--- config.mk ---
export PLATFORM = sky130hd
export DESIGN_NAME = tx_sched
export DESIGN_NICKNAME = d
export VERILOG_FILES = /design/src/rtl/cmd_pkg.sv /design/src/rtl/tx_holdoff_timer.sv /design/src/rtl/tx_sched.sv
export SDC_FILE = /design/constraint.sdc
export NUM_CORES = 1
export LEC_CHECK = 0
export BUFFER_PORTS_ARGS = -buffer_cell sky130_fd_sc_hd__buf_2
export CORE_MARGIN = 10
export CORE_UTILIZATION = 39
export CTS_CLUSTER_SIZE = 12
export DETAILED_ROUTE_END_ITERATION = 10
export PLACE_DENSITY = 0.65
export SYNTH_ARGS = -nofsm -noshare
export SYNTH_HDL_FRONTEND = slang
export SYNTH_SLANG_ARGS = --single-unit
--- constraint.sdc ---
create_clock -name clk -period 2.4 [get_ports clk]
set_input_delay 0 -clock clk [delete_from_list [all_inputs] [get_ports clk]]
set_output_delay 0 -clock clk [all_outputs]
set_load 0.02 [all_outputs]
--- src/rtl/cmd_pkg.sv ---
// Shared types and helpers for the command/transmit path: scheduler states, grant encoding,
// packet type bytes and payload shaping used when a response is buffered.
package cmd_pkg;

    localparam int         MAX_PAYLOAD = 16;
    localparam int         EVT_LEN     = 5;
    localparam logic [7:0] PKT_OK      = 8'h81;
    localparam logic [7:0] PKT_EVT     = 8'h82;

    typedef enum logic [1:0] {
        S_IDLE      = 2'd0,
        S_ISSUE     = 2'd1,
        S_WAIT_ACC  = 2'd2,
        S_WAIT_DONE = 2'd3
    } sched_state_t;

    typedef enum logic {
        GNT_RESP = 1'b0,
        GNT_EVT  = 1'b1
    } grant_t;

    function automatic logic [7:0] clamp_len(input logic [7:0] len);
        if (len == 8'd0) begin
            return 8'd1;
        end
        if (len > 8'(MAX_PAYLOAD)) begin
            return 8'(MAX_PAYLOAD);
        end
        return len;
    endfunction

    // Bytes at or beyond len are forced to zero so tx_buf never leaks stale payload.
    function automatic logic [127:0] mask_payload(input logic [127:0] data, input logic [7:0] len);
        logic [127:0] m;
        m = '0;
        for (int k = 0; k < MAX_PAYLOAD; k++) begin
            if (8'(k) < len) begin
                m[8*k +: 8] = data[8*k +: 8];
            end
        end
        return m;
    endfunction

endpackage

--- src/rtl/tx_holdoff_timer.sv ---
// Loadable down-counter that saturates at zero; load wins over decrement, zero is combinational
// from the count. No backpressure: it counts every cycle.
module tx_holdoff_timer #(
    parameter int HOLDOFF = 1000
) (
    input  logic clk,
    input  logic rst,
    input  logic load,
    output logic zero
);
    localparam int W = $clog2(HOLDOFF + 1);

    logic [W-1:0] cnt_q, cnt_d;

    always_comb begin
        cnt_d = cnt_q;
        if (load) begin
            cnt_d = W'(HOLDOFF);
        end else if (cnt_q != '0) begin
            cnt_d = cnt_q - W'(1);
        end
    end

    always_ff @(posedge clk or negedge rst) begin
        if (!rst) begin
            cnt_q <= '0;
        end else begin
            cnt_q <= cnt_d;
        end
    end

    assign zero = (cnt_q == '0);

endmodule

--- src/rtl/tx_sched.sv ---
// Shares the UART transmitter between one buffered response and rate-limited interrupt events.
// Response handshake to tx_packet_wr is 2 cycles; resp_ready drops while the single entry is full, and nothing issues while tx_busy is high.
import cmd_pkg::*;

module tx_sched #(
    parameter int HOLDOFF   = 1000,
    parameter int ACCEPT_TO = 4
) (
    input  logic         clk,
    input  logic         rst,
    input  logic         resp_valid,
    output logic         resp_ready,
    input  logic [7:0]   resp_len,
    input  logic [127:0] resp_data,
    input  logic [31:0]  int_status,
    input  logic         evt_enable,
    input  logic         tx_busy,
    output logic         tx_packet_wr,
    output logic [7:0]   tx_payload_len,
    output logic [127:0] tx_buf,
    output logic         evt_sent,
    output logic         sched_busy
);
    localparam int AW = $clog2(ACCEPT_TO + 1);

    sched_state_t  state_q, state_d;
    grant_t        gnt_q, gnt_d, last_gnt_q, last_gnt_d, pick;
    logic          resp_full_q, resp_full_d;
    logic [7:0]    resp_len_q, resp_len_d;
    logic [127:0]  resp_dat_q, resp_dat_d;
    logic [7:0]    tx_len_q, tx_len_d;
    logic [127:0]  tx_buf_q, tx_buf_d;
    logic [AW-1:0] acc_cnt_q, acc_cnt_d;
    logic          resp_hs, resp_clr, evt_pend, holdoff_zero, holdoff_load;

    tx_holdoff_timer #(.HOLDOFF(HOLDOFF)) u_holdoff (
        .clk  (clk),
        .rst  (rst),
        .load (holdoff_load),
        .zero (holdoff_zero)
    );

    assign resp_ready     = !resp_full_q;
    assign resp_hs        = resp_valid && resp_ready;
    assign evt_pend       = evt_enable && (int_status != '0) && holdoff_zero;
    assign sched_busy     = (state_q != S_IDLE);
    assign tx_payload_len = tx_len_q;
    assign tx_buf         = tx_buf_q;

    // On a tie the source that did not win last time goes next.
    always_comb begin
        pick = GNT_EVT;
        if (resp_full_q && evt_pend) begin
            pick = (last_gnt_q == GNT_EVT) ? GNT_RESP : GNT_EVT;
        end else if (resp_full_q) begin
            pick = GNT_RESP;
        end
    end

    always_comb begin
        state_d      = state_q;
        gnt_d        = gnt_q;
        last_gnt_d   = last_gnt_q;
        tx_len_d     = tx_len_q;
        tx_buf_d     = tx_buf_q;
        acc_cnt_d    = acc_cnt_q;
        tx_packet_wr = 1'b0;
        evt_sent     = 1'b0;
        holdoff_load = 1'b0;
        resp_clr     = 1'b0;
        case (state_q)
            S_IDLE: begin
                if (!tx_busy && (resp_full_q || evt_pend)) begin
                    gnt_d = pick;
                    if (pick == GNT_RESP) begin
                        tx_len_d = resp_len_q;
                        tx_buf_d = resp_dat_q;
                    end else begin
                        tx_len_d = 8'(EVT_LEN);
                        tx_buf_d = {88'h0, int_status, PKT_EVT};
                    end
                    state_d = S_ISSUE;
                end
            end
            S_ISSUE: begin
                // An event whose status cleared since IDLE is dropped without a strobe.
                if (gnt_q == GNT_EVT && int_status == '0) begin
                    state_d = S_IDLE;
                end else begin
                    tx_packet_wr = 1'b1;
                    last_gnt_d   = gnt_q;
                    acc_cnt_d    = '0;
                    state_d      = S_WAIT_ACC;
                    if (gnt_q == GNT_RESP) begin
                        resp_clr = 1'b1;
                    end else begin
                        evt_sent     = 1'b1;
                        holdoff_load = 1'b1;
                    end
                end
            end
            S_WAIT_ACC: begin
                if (tx_busy) begin
                    state_d = S_WAIT_DONE;
                end else if (acc_cnt_q == AW'(ACCEPT_TO - 1)) begin
                    state_d = S_IDLE;
                end else begin
                    acc_cnt_d = acc_cnt_q + AW'(1);
                end
            end
            S_WAIT_DONE: begin
                if (!tx_busy) begin
                    state_d = S_IDLE;
                end
            end
            default: state_d = S_IDLE;
        endcase
    end

    always_comb begin
        resp_full_d = resp_full_q;
        resp_len_d  = resp_len_q;
        resp_dat_d  = resp_dat_q;
        if (resp_hs) begin
            resp_full_d = 1'b1;
            resp_len_d  = clamp_len(resp_len);
            resp_dat_d  = mask_payload(resp_data, clamp_len(resp_len));
        end else if (resp_clr) begin
            resp_full_d = 1'b0;
        end
    end

    always_ff @(posedge clk or negedge rst) begin
        if (!rst) begin
            state_q     <= S_IDLE;
            gnt_q       <= GNT_RESP;
            last_gnt_q  <= GNT_EVT;
            resp_full_q <= 1'b0;
            resp_len_q  <= '0;
            resp_dat_q  <= '0;
            tx_len_q    <= '0;
            tx_buf_q    <= '0;
            acc_cnt_q   <= '0;
        end else begin
            state_q     <= state_d;
            gnt_q       <= gnt_d;
            last_gnt_q  <= last_gnt_d;
            resp_full_q <= resp_full_d;
            resp_len_q  <= resp_len_d;
            resp_dat_q  <= resp_dat_d;
            tx_len_q    <= tx_len_d;
            tx_buf_q    <= tx_buf_d;
            acc_cnt_q   <= acc_cnt_d;
        end
    end

endmodule

==> summary.md, run 1 <==
| Metric | Value |
|---|---|
| RSZ-0062 raised after global routing | `no` |
| CTS resizes | `0` |
| Non-Filler Instances | `1720` |
| Required time of the critical path | `2830 ps` |
| Wire per inst | `20.8 µm` |
| Nets | `1497` |
| Vias per inst | `5.33` |
| Final ANT Viol Nets | `0` |
| Pin count of the biggest net entering global routing | `71` |
| Synth Instances | `829` |
| Initial antenna violation count | `4` |
| GRT Overall Usage | `0.195` |
| Max_slew headroom | `0.426` |
| HP Class | `in2async` |
| Startpoint Class | `flop` |
| Drt first pass iters | `6` |
| Fin Setup TNS | `0 ps` |
| Minimum clock period | `2260 ps` |
| FILL cells | `2263` |
| CTS sink cnt | `290` |
| # rows | `61` |
| Worst hold slack | `10.3 ps` |
| CP Capture Type | `flop` |
| R2R Path Start | `u_holdoff.cnt_q[0]` |
| Worst EP arrival | `2690 ps` |
| Post-placement setup slack | `98.2 ps` |
| Worst-path maximum fanout | `44` |
| Final setup viols | `0` |
| Mapped Area | `11000 µm²` |
| Final core utilization | `0.570` |
| FF-to-FF setup slack | `140 ps` |
| VDD IR max | `0.653 mV` |
| Initial DRC count | `543` |
| Routed vias | `9175` |
| Die X | `188 µm` |
| Worst-path clk slew | `60 ps` |
| Initial Utilization | `0.396` |
| Cell variety after synth | `43` |
| Met2 usage | `0.320` |
| Slew Viols, Final | `0` |
| Syn_area_per_cell | `13.3 µm²` |
| First-pass GRT wire length | `56300 µm` |
| Clock Root Buffer | `clkbuf_16` |
| Net Count, Synth | `1006` |
| Final Skew | `22.1 ps` |
| CTS tree | `built` |
| Ys Warns | `0` |
| Register area share after synthesis | `0.658` |
| Leading cell type in the layout, fill and taps excluded | `buf_2` |
| IO buf count | `312` |
| Crit Path Class | `reg2reg` |
| CP max stage cell | `or3b_2` |
| Critical R2R Capture | `tx_buf[77]` |
| Most frequent cells in the layout | `311 x buf_2, 289 x dfrtp_1, 206 x a22o_1, 176 x dlygate4sd3_1, 76 x nand2_1` |
| Overflow after GRT | `0` |
| I/O pin count | `313` |
| FMAX | `0.442 GHz` |
| Period Utilization, post-route | `0.942` |
| Number of flops mapped to enable cells by yosys | `0` |
| Pwr dens | `1260 nW/µm²` |
| CTS H-tree depth | `1` |
| Final hold violation count | `0` |
| Worst-Skew Late Latency | `560 ps` |
| Post-synthesis async set-or-reset flop share | `1.00` |
| TritonCTS Buffers | `30` |
| Layout cells sized above 1 | `0.320` |
| GR Layer Usage met3 | `0.0421` |
| Post-detail-place hpwl | `23200 µm` |
| Cells after DPL | `1488` |
| Final worst slack | `139 ps` |
| Yosys reg bits | `290` |
| Vias in the first global route | `10100` |
| Slew @ Worst Pin | `860 ps` |
| Outcome | `finished, final reports clean` |
| Die height | `188 µm` |
| Total die area | `35400 µm²` |
| Most Crowded Layer GR | `met2` |
| Max-cap viol count | `0` |
| Main synth FF type | `dfrtp_1` |
| CTS Buffer Depth | `3` |
| Crit-path max cell delay | `440 ps` |
| Reg2Reg Depth | `8` |
| Final wirelength | `35900 µm` |
| Leakage Power | `7.62 nW` |
| DR DRC count | `0` |
| Met1 Usage GRT | `0.236` |
| Syn-to-layout area delta | `43.9%` |
| GP Congestion | `0.781` |
| Core Area | `27900 µm²` |
| Worst-path cell chain | `inv_1 > ha_1 > or3b_2 > nor4_1 > o2111ai_1 > and2_4 > buf_12 > a22o_1` |
-- layout make-up --
class                   count  area (µm²)  share of cell area
inverters                   9        33.8             0.00213
diodes                      5        12.5            0.000788
clock inverters             4        47.5             0.00300
repair buffers            517        3690               0.232
multi-input cells         472        3480               0.219
flip-flops and latches    290        7260               0.457
well taps                 378         473              0.0298
clock buffers              45         878              0.0553
-- metrics by stage --
stage          power [mW]  instance area (µm²)
2_1_floorplan        12.8                11000
3_3_place_gp         15.2                13200
3_5_place_dp         15.4                13200
4_1_cts              20.1                15800
5_1_grt              21.2                15900
6_report             20.0                15900
-- cells by family after synthesis --
group	synth area share
buffers and inverters	0.0307
multiplexers	0.00102
AND/OR/NAND/NOR	0.0744
XOR/XNOR	0.00715
flip-flops	0.658
adder cells (fa/ha/maj)	0.00454
AO/OA/AOI/OAI	0.224
-- per-layer routing --
layer | wire [µm] | vias up
met4 | 1870 | 0
met2 | 17300 | 379
met5 | 0 | -
li1 | - | 4098
met3 | 2140 | 124
met1 | 14500 | 4574
-- worst max-delay path by stage --
stage / startpoint / to / slack, ps / depth (start not counted)
after floorplan: u_holdoff.cnt_q[0] / tx_payload_len[5] / 260 / 9
after global placement: u_holdoff.cnt_q[0] / tx_buf[104] / 150 / 8
after detailed placement: u_holdoff.cnt_q[0] / tx_buf[107] / 100 / 8
after CTS: u_holdoff.cnt_q[0] / tx_buf[4] / 60 / 8
after global routing: u_holdoff.cnt_q[0] / tx_buf[82] / 1 / 8
final: u_holdoff.cnt_q[0] / tx_buf[77] / 140 / 8
-- flip-flops by register name (all words and copies together), names as in the netlist --
register / flops
u_holdoff.cnt_q: 10
state_q: 2
gnt_q: 1
resp_full_q: 1
resp_len_q: 8
tx_buf: 128
resp_dat_q: 128
last_gnt_q: 1
tx_payload_len: 8
acc_cnt_q: 3
-- where the power goes --
part	leakage (nW)	internal (mW)	switching [mW]
registers	3.61	7.02	1.29
clock network	0.451	2.60	1.86
logic	3.56	3.34	3.92
total	7.62	13.0	7.08
-- worst max-delay path, delay by kind of cell, from the launching register on --
kind	cells	cell delay, ps
compound gates	2	400
simple gates	3	830
fa+ha+maj	1	200
buf+inv	2	320
flops	1	400
-- synthesized netlist by cell type, types with 6 or more instances --
master / count / area share
nand3_1: 10 / 0.0045
buf_2: 10 / 0.0045
nor2b_1: 6 / 0.0034
nor4_1: 12 / 0.0068
nand2_1: 77 / 0.026
or2_0: 16 / 0.0091
clkbuf_1: 27 / 0.0092
o221a_2: 32 / 0.033
o21ai_0: 23 / 0.010
buf_4: 14 / 0.0095
inv_1: 9 / 0.0031
xor2_1: 7 / 0.0056
or2_1: 12 / 0.0068
dfrtp_1: 289 / 0.66
or2_2: 6 / 0.0034
nor2_1: 12 / 0.0041
a21oi_1: 17 / 0.0077
a22o_1: 206 / 0.16
-- timing repair --
| item | in CTS | in global routing |
|---|---|---|
| buffers inserted | 0 | 2 |
| hold endpoints to repair | 421 | 0 |
| hold buffers | 176 | 0 |
| endpoints found under the setup margin | 0 | 99 |
Note: power is estimated with default switching activity, not from simulation.
==> run 2, diff against run 1 <==
--- a/config.mk
+++ b/config.mk
@@ -6,6 +6,7 @@
 export NUM_CORES = 1
 export LEC_CHECK = 0
 export BUFFER_PORTS_ARGS = -buffer_cell sky130_fd_sc_hd__buf_2
+export CORE_ASPECT_RATIO = 0.9
 export CORE_MARGIN = 10
 export CORE_UTILIZATION = 39
 export CTS_CLUSTER_SIZE = 12
@@ -13,4 +14,5 @@
 export PLACE_DENSITY = 0.65
 export SYNTH_ARGS = -nofsm -noshare
 export SYNTH_HDL_FRONTEND = slang
+export SYNTH_HIERARCHICAL = 1
 export SYNTH_SLANG_ARGS = --single-unit
==> summary.md, run 2 <==
| Metric | Value |
|---|---|
| Die height | `181 µm` |
| Minimum clock period | `2380 ps` |
| FILL cells | `2232` |
| VDD IR max | `0.738 mV` |
| Net Sw Frac | `0.357` |
| Pwr dens | `1250 nW/µm²` |
| Vias in the first global route | `10100` |
| Comb power frac | `0.372` |
| Vias per inst | `5.42` |
| Post-detail-place hpwl | `23900 µm` |
| Psw | `7.31 mW` |
| Cell taking the most area after synthesis | `dfrtp_1` |
| Max-cap viol count | `0` |
| Met1 WL | `15100 µm` |
| HP Class | `in2async` |
| Worst path buffer plus inverter count | `3` |
| Core Area | `28200 µm²` |
| Final ANT Viol Nets | `0` |
| Syn-to-layout area delta | `46.1%` |
| Layout cells sized above 1 | `0.304` |
| WL met2 | `17500 µm` |
| DR DRC count | `0` |
| Overflow after GRT | `0` |
| Max_slew headroom | `0.319` |
| Startpoint Class | `flop` |
| Clk pwr share | `0.221` |
| Period Utilization, post-route | `0.993` |
| Register area share after synthesis | `0.648` |
| CTS sink cnt | `290` |
| First-pass GRT wire length | `57100 µm` |
| Initial antenna violation count | `1` |
| Post-synthesis async set-or-reset flop share | `1.00` |
| Post-placement setup slack | `2.93 ps` |
| Ys Warns | `6` |
| Yosys reg bits | `290` |
| Worst hold slack | `-16.5 ps` |
| Required time of the critical path | `2890 ps` |
| Worst-Skew Late Latency | `560 ps` |
| Nets | `1550` |
| Worst-path clk slew | `60 ps` |
| CP Capture Type | `flop` |
| Synth Instances | `859` |
| Net Count, Synth | `1035` |
| Yosys top cell area share | `0.645` |
| Top post-synthesis cells by area | `dfrtp_1 65%, a22o_1 16%, nand2_1 3.5%` |
| Routed vias | `9548` |
| CTS tree | `built` |
| Drt first pass iters | `7` |
| Slew Viols, Final | `0` |
| Initial Utilization | `0.398` |
| Crit-path max cell delay | `470 ps` |
| CP max stage cell | `or4b_4` |
| FMAX | `0.420 GHz` |
| Mapped Area | `11200 µm²` |
| Clock Root Buffer | `clkbuf_16` |
| Worst-path maximum fanout | `9` |
| Pin count of the biggest net entering global routing | `76` |
| Placed Area | `13300 µm²` |
| CTS Buffer Depth | `3` |
| IO buf count | `312` |
| Final non-filler cell area | `16400 µm²` |
| Outcome | `finished, violations left` |
| Worst EP arrival | `2870 ps` |
| GP Congestion | `0.841` |
| Cell family contributing the most delay on the critical path | `simple AND/OR/NAND/NOR gates` |
| Seq pwr share | `0.407` |
| Wire per inst | `21.2 µm` |
| Final worst slack | `16.2 ps` |
| Slew @ Worst Pin | `1020 ps` |
| RSZ-0062 raised after global routing | `yes` |
| Met3 routed WL | `2950 µm` |
| Die X | `199 µm` |
| Final Skew | `26.1 ps` |
| Top-count cell post-synth | `dfrtp_1` |
| Final setup viols | `0` |
| Total die area | `35900 µm²` |
| GRT Overall Usage | `0.198` |
| Internal power | `13.2 mW` |
| Worst-path cell chain | `inv_2 > ha_4 > or4b_4 > nor4_4 > nand2_2 > a21o_4 > o21ai_4 > buf_12 > clkbuf_16 > o221a_1` |
| Failing checks | `hold timing` |
| Main synth FF type | `dfrtp_1` |
| Most frequent cells after synthesis | `289 x dfrtp_1, 206 x a22o_1, 105 x nand2_1, 42 x nor2_1, 32 x o221a_1` |
| TritonCTS Buffers | `30` |
| Cell variety after synth | `48` |
| Leading cell type in the layout, fill and taps excluded | `buf_2` |
| Top Metal Used | `met4` |
| Final hold violation count | `1` |
| Crit Path Class | `reg2reg` |
| CTS H-tree depth | `1` |
| Leakage Power | `7.92 nW` |
| # rows | `58` |
| Number of flops mapped to enable cells by yosys | `0` |
| Initial DRC count | `643` |
| Final wirelength | `37400 µm` |
| I/O pin count | `313` |
| Most frequent cells in the layout | `311 x buf_2, 289 x dfrtp_1, 206 x a22o_1, 185 x dlygate4sd3_1, 103 x nand2_1` |
| Syn_area_per_cell | `13.0 µm²` |
run 2: cell types whose count changed after synthesis, sizes merged, moves of 4 or more:
cell / change
or2: -33
buf: +7
nand2: +28
clkbuf: -5
xor2: -7
nand2b: +4
o21ai: +5
nor2: +30
run 2: per-stage QoR:
step	setup TNS [ps]	total power, mW	utilization	hold slack (ps)	std cells
after global placement	0	15.2	0.472	31.1	1505
after global routing	-7070	21.6	0.581	54.5	1758
after detailed placement	0	15.4	0.472	26.3	1505
after CTS	0	20.3	0.572	23.5	1745
after floorplan	-8340	12.8	-	-296	859
final	0	20.5	0.582	-16.5	1763
run 2: cell type report:
type	instances	area (µm²)	share of cell area
Sequential cell	290	7260	0.443
Timing Repair Buffer	543	4050	0.247
Multi-Input combinational cell	502	3610	0.220
Clock buffer	52	943	0.0576
Tap cell	360	450	0.0275
Clock inverter	3	26.3	0.00160
Inverter	7	26.3	0.00160
Antenna cell	6	15.0	0.000917
run 2: kinds of logic after synthesis:
family / Yosys count / synth area share
buffers and inverters: 67 / 0.0368
adder cells (fa/ha/maj): 3 / 0.00335
multiplexers: 3 / 0.00301
AND/OR/NAND/NOR: 189 / 0.0762
flip-flops: 290 / 0.648
AO/OA/AOI/OAI: 307 / 0.233
run 2: metal layers:
metal,up-vias,track usage
met5,-,0
met4,0,0.0881
met3,116,0.0500
met2,440,0.318
met1,4709,0.245
li1,4283,-
run 2: path summary, 6_finish.rpt:
check	start	end	depth (start not counted)	slack [ps]
worst max-delay path	u_holdoff/cnt_q[1]	tx_buf[22]	10	20
worst min-delay path	rst	resp_dat_q[28]	2	-20
worst max register to register	u_holdoff/cnt_q[1]	tx_buf[22]	10	20
worst min register to register	resp_len_q[3]	resp_len_q[3]	2	470
max in group asynchronous	rst	last_gnt_q	3	1610
min in group clk	resp_valid	resp_dat_q[111]	3	80
run 2: what timing repair did:
action	4_1_cts	5_1_grt
resized for setup	0	10
hold buffers	185	0
endpoints found under the hold margin	456	0
buffers inserted	0	4
endpoints found under the setup margin	0	136
run 2: power by group through the flow:
stage / logic [mW] / clock network (mW) / registers [mW]
detailed placement: 7.06 / 0 / 8.33
global placement: 6.87 / 0 / 8.28
finish: 7.60 / 4.53 / 8.33
global route: 8.22 / 4.83 / 8.58
floorplan: 3.55 / 0 / 9.21
CTS: 7.36 / 4.64 / 8.30
==> run 3, diff against run 2 <==
--- a/config.mk
+++ b/config.mk
@@ -8,10 +8,10 @@
 export BUFFER_PORTS_ARGS = -buffer_cell sky130_fd_sc_hd__buf_2
 export CORE_ASPECT_RATIO = 0.9
 export CORE_MARGIN = 10
-export CORE_UTILIZATION = 39
+export CORE_UTILIZATION = 50
 export CTS_CLUSTER_SIZE = 12
 export DETAILED_ROUTE_END_ITERATION = 10
-export PLACE_DENSITY = 0.65
+export PLACE_DENSITY = 0.79
 export SYNTH_ARGS = -nofsm -noshare
 export SYNTH_HDL_FRONTEND = slang
 export SYNTH_HIERARCHICAL = 1
==> summary.md, run 3 (synthesis gave the netlist of run 2 again) <==
| Metric | Value |
|---|---|
| Psw | `7.32 mW` |
| GRT Overall Usage | `0.254` |
| Routed vias | `9776` |
| Startpoint Class | `flop` |
| Comb power frac | `0.375` |
| First-pass GRT wire length | `58600 µm` |
| Post-detail-place hpwl | `22400 µm` |
| Post-placement setup slack | `-55.1 ps` |
| Clock Root Buffer | `clkbuf_16` |
| CTS sink cnt | `290` |
| Worst-path maximum fanout | `32` |
| FMAX | `0.410 GHz` |
| CP Capture Type | `flop` |
| Die height | `162 µm` |
| DR DRC count | `0` |
| GP Congestion | `0.878` |
| Leakage Power | `7.73 nW` |
| I/O pin count | `313` |
| Internal power | `12.6 mW` |
| Drt first pass iters | `5` |
| Crit Path Class | `reg2reg` |
| Cell family contributing the most delay on the critical path | `simple AND/OR/NAND/NOR gates` |
| Hold_sp | `resp_valid` |
| VDD IR max | `0.659 mV` |
| R2R Path Start | `u_holdoff/cnt_q[1]` |
| Seq pwr share | `0.422` |
| Worst-Skew Late Latency | `530 ps` |
| RSZ-0062 raised after global routing | `yes` |
| Net Sw Frac | `0.367` |
| Final core utilization | `0.728` |
| Slew @ Worst Pin | `865 ps` |
| Hold path depth | `3` |
| Worst-path clk slew | `60 ps` |
| Critical R2R Capture | `tx_buf[23]` |
| Vias in the first global route | `10500` |
| CP max stage cell | `or4b_4` |
| Minimum clock period | `2440 ps` |
| Clk pwr share | `0.202` |
| Hold Crit Endpoint | `resp_len_q[5]` |
| Final wirelength | `37700 µm` |
| Slew Viols, Final | `0` |
| Initial DRC count | `774` |
| CTS H-tree depth | `1` |
| Layout cells sized above 1 | `0.301` |
| Final worst slack | `-39.5 ps` |
| Fin Setup TNS | `-966 ps` |
| Wire per inst | `22.6 µm` |
| FF-to-FF setup slack | `-40 ps` |
| CTS tree | `built` |
| Final hold violation count | `0` |
| Max_slew headroom | `0.423` |
| Pwr dens | `1260 nW/µm²` |
| Overall power | `20.0 mW` |
| Most frequent cells in the layout | `311 x buf_2, 289 x dfrtp_1, 206 x a22o_1, 173 x dlygate4sd3_1, 103 x nand2_1` |
| HP Class | `in2reg` |
| IO buf count | `312` |
| Die X | `178 µm` |
| Required time of the critical path | `2860 ps` |
| Syn-to-layout area delta | `41.7%` |
| # rows | `51` |
| Non-Filler Instances | `1669` |
| Final setup viols | `67` |
| Failing checks | `setup timing` |
| Nets | `1532` |
| Core Area | `21800 µm²` |
| Outcome | `finished, violations left` |
| Worst-path cell chain | `inv_2 > ha_4 > or4b_4 > nor4_4 > nand2_2 > buf_4 > a2111o_1 > buf_12 > nand2_1 > o221a_1` |
| Crit-path max cell delay | `480 ps` |
| Initial antenna violation count | `11` |
| Final ANT Viol Nets | `0` |
| Vias per inst | `5.86` |
| Pin count of the biggest net entering global routing | `86` |
| Worst hold slack | `2.53 ps` |
| Period Utilization, post-route | `1.02` |
| Leading cell type in the layout, fill and taps excluded | `buf_2` |
| Max-cap viol count | `0` |
| Overflow after GRT | `0` |
| Final non-filler cell area | `15900 µm²` |
| Reg2Reg Depth | `10` |
| Cells after DPL | `1436` |
| Final Skew | `6.31 ps` |
| Initial Utilization | `0.514` |
| TritonCTS Buffers | `29` |
| Worst path buffer plus inverter count | `3` |
| Worst EP arrival | `2900 ps` |
| Total die area | `28800 µm²` |
| CTS Buffer Depth | `3` |
| Placed Area | `13200 µm²` |
==> run 3: worst max-delay path by stage <==
| stage | startpoint | endpoint | slack, ps | depth (start not counted) |
|---|---|---|---|---|
| 2_1_floorplan | u_holdoff/cnt_q[0] | tx_buf[61] | -80 | 10 |
| 3_3_place_gp | u_holdoff/cnt_q[1] | tx_buf[74] | 30 | 9 |
| 3_5_place_dp | u_holdoff/cnt_q[1] | tx_buf[78] | -60 | 9 |
| 4_1_cts | u_holdoff/cnt_q[0] | tx_buf[78] | 10 | 9 |
| 5_1_grt | u_holdoff/cnt_q[1] | tx_buf[59] | -110 | 9 |
| 6_report | u_holdoff/cnt_q[1] | tx_buf[23] | -40 | 10 |
==> run 3: routing by layer <==
| metal | GRT usage | vias up | part of all wire |
|---|---|---|---|
| li1 | - | 4210 | - |
| met1 | 0.316 | 4808 | 0.38 |
| met2 | 0.406 | 596 | 0.48 |
| met3 | 0.0549 | 162 | 0.079 |
| met4 | 0.144 | 0 | 0.060 |
| met5 | 0 | - | 0 |
==> run 3: worst register-to-register path: cells and delay by family, from the launching register on <==
family / cells / cell delay (ps)
flip-flops: 1 / 410
AND/OR/NAND/NOR: 4 / 910
adder cells (fa/ha/maj): 1 / 120
AO/OA/AOI/OAI: 2 / 510
buffers and inverters: 3 / 430
==> run 3: area by class of cell <==
cell class                 instances  area (µm²)
clock inverter                     2        12.5
timing repair buffer             526        3790
tap                              291         364
antenna                           12        30.0
fill                            1401        5940
inverter                           7        26.3
sequential                       290        7260
multi-input combinational        502        3590
clock buffer                      39         803
==> run 3: power by group through the flow <==
| stage | combinational (mW) | clock [mW] | sequential (mW) |
|---|---|---|---|
| after global placement | 6.72 | 0 | 8.29 |
| after detailed placement | 6.97 | 0 | 8.33 |
| after floorplan | 3.55 | 0 | 9.21 |
| after CTS | 7.21 | 4.09 | 8.31 |
| final | 7.49 | 4.04 | 8.42 |
| after global routing | 8.05 | 4.28 | 8.61 |
==> run 3: timing repair <==
item | in CTS | in global routing
endpoints found under the setup margin | 129 | 133
pin swaps | 1 | 1
cloned | 0 | 3
gates resized for setup | 4 | 3
hold endpoints to repair | 301 | 0
buffers inserted | 0 | 4
hold buffers | 173 | 0
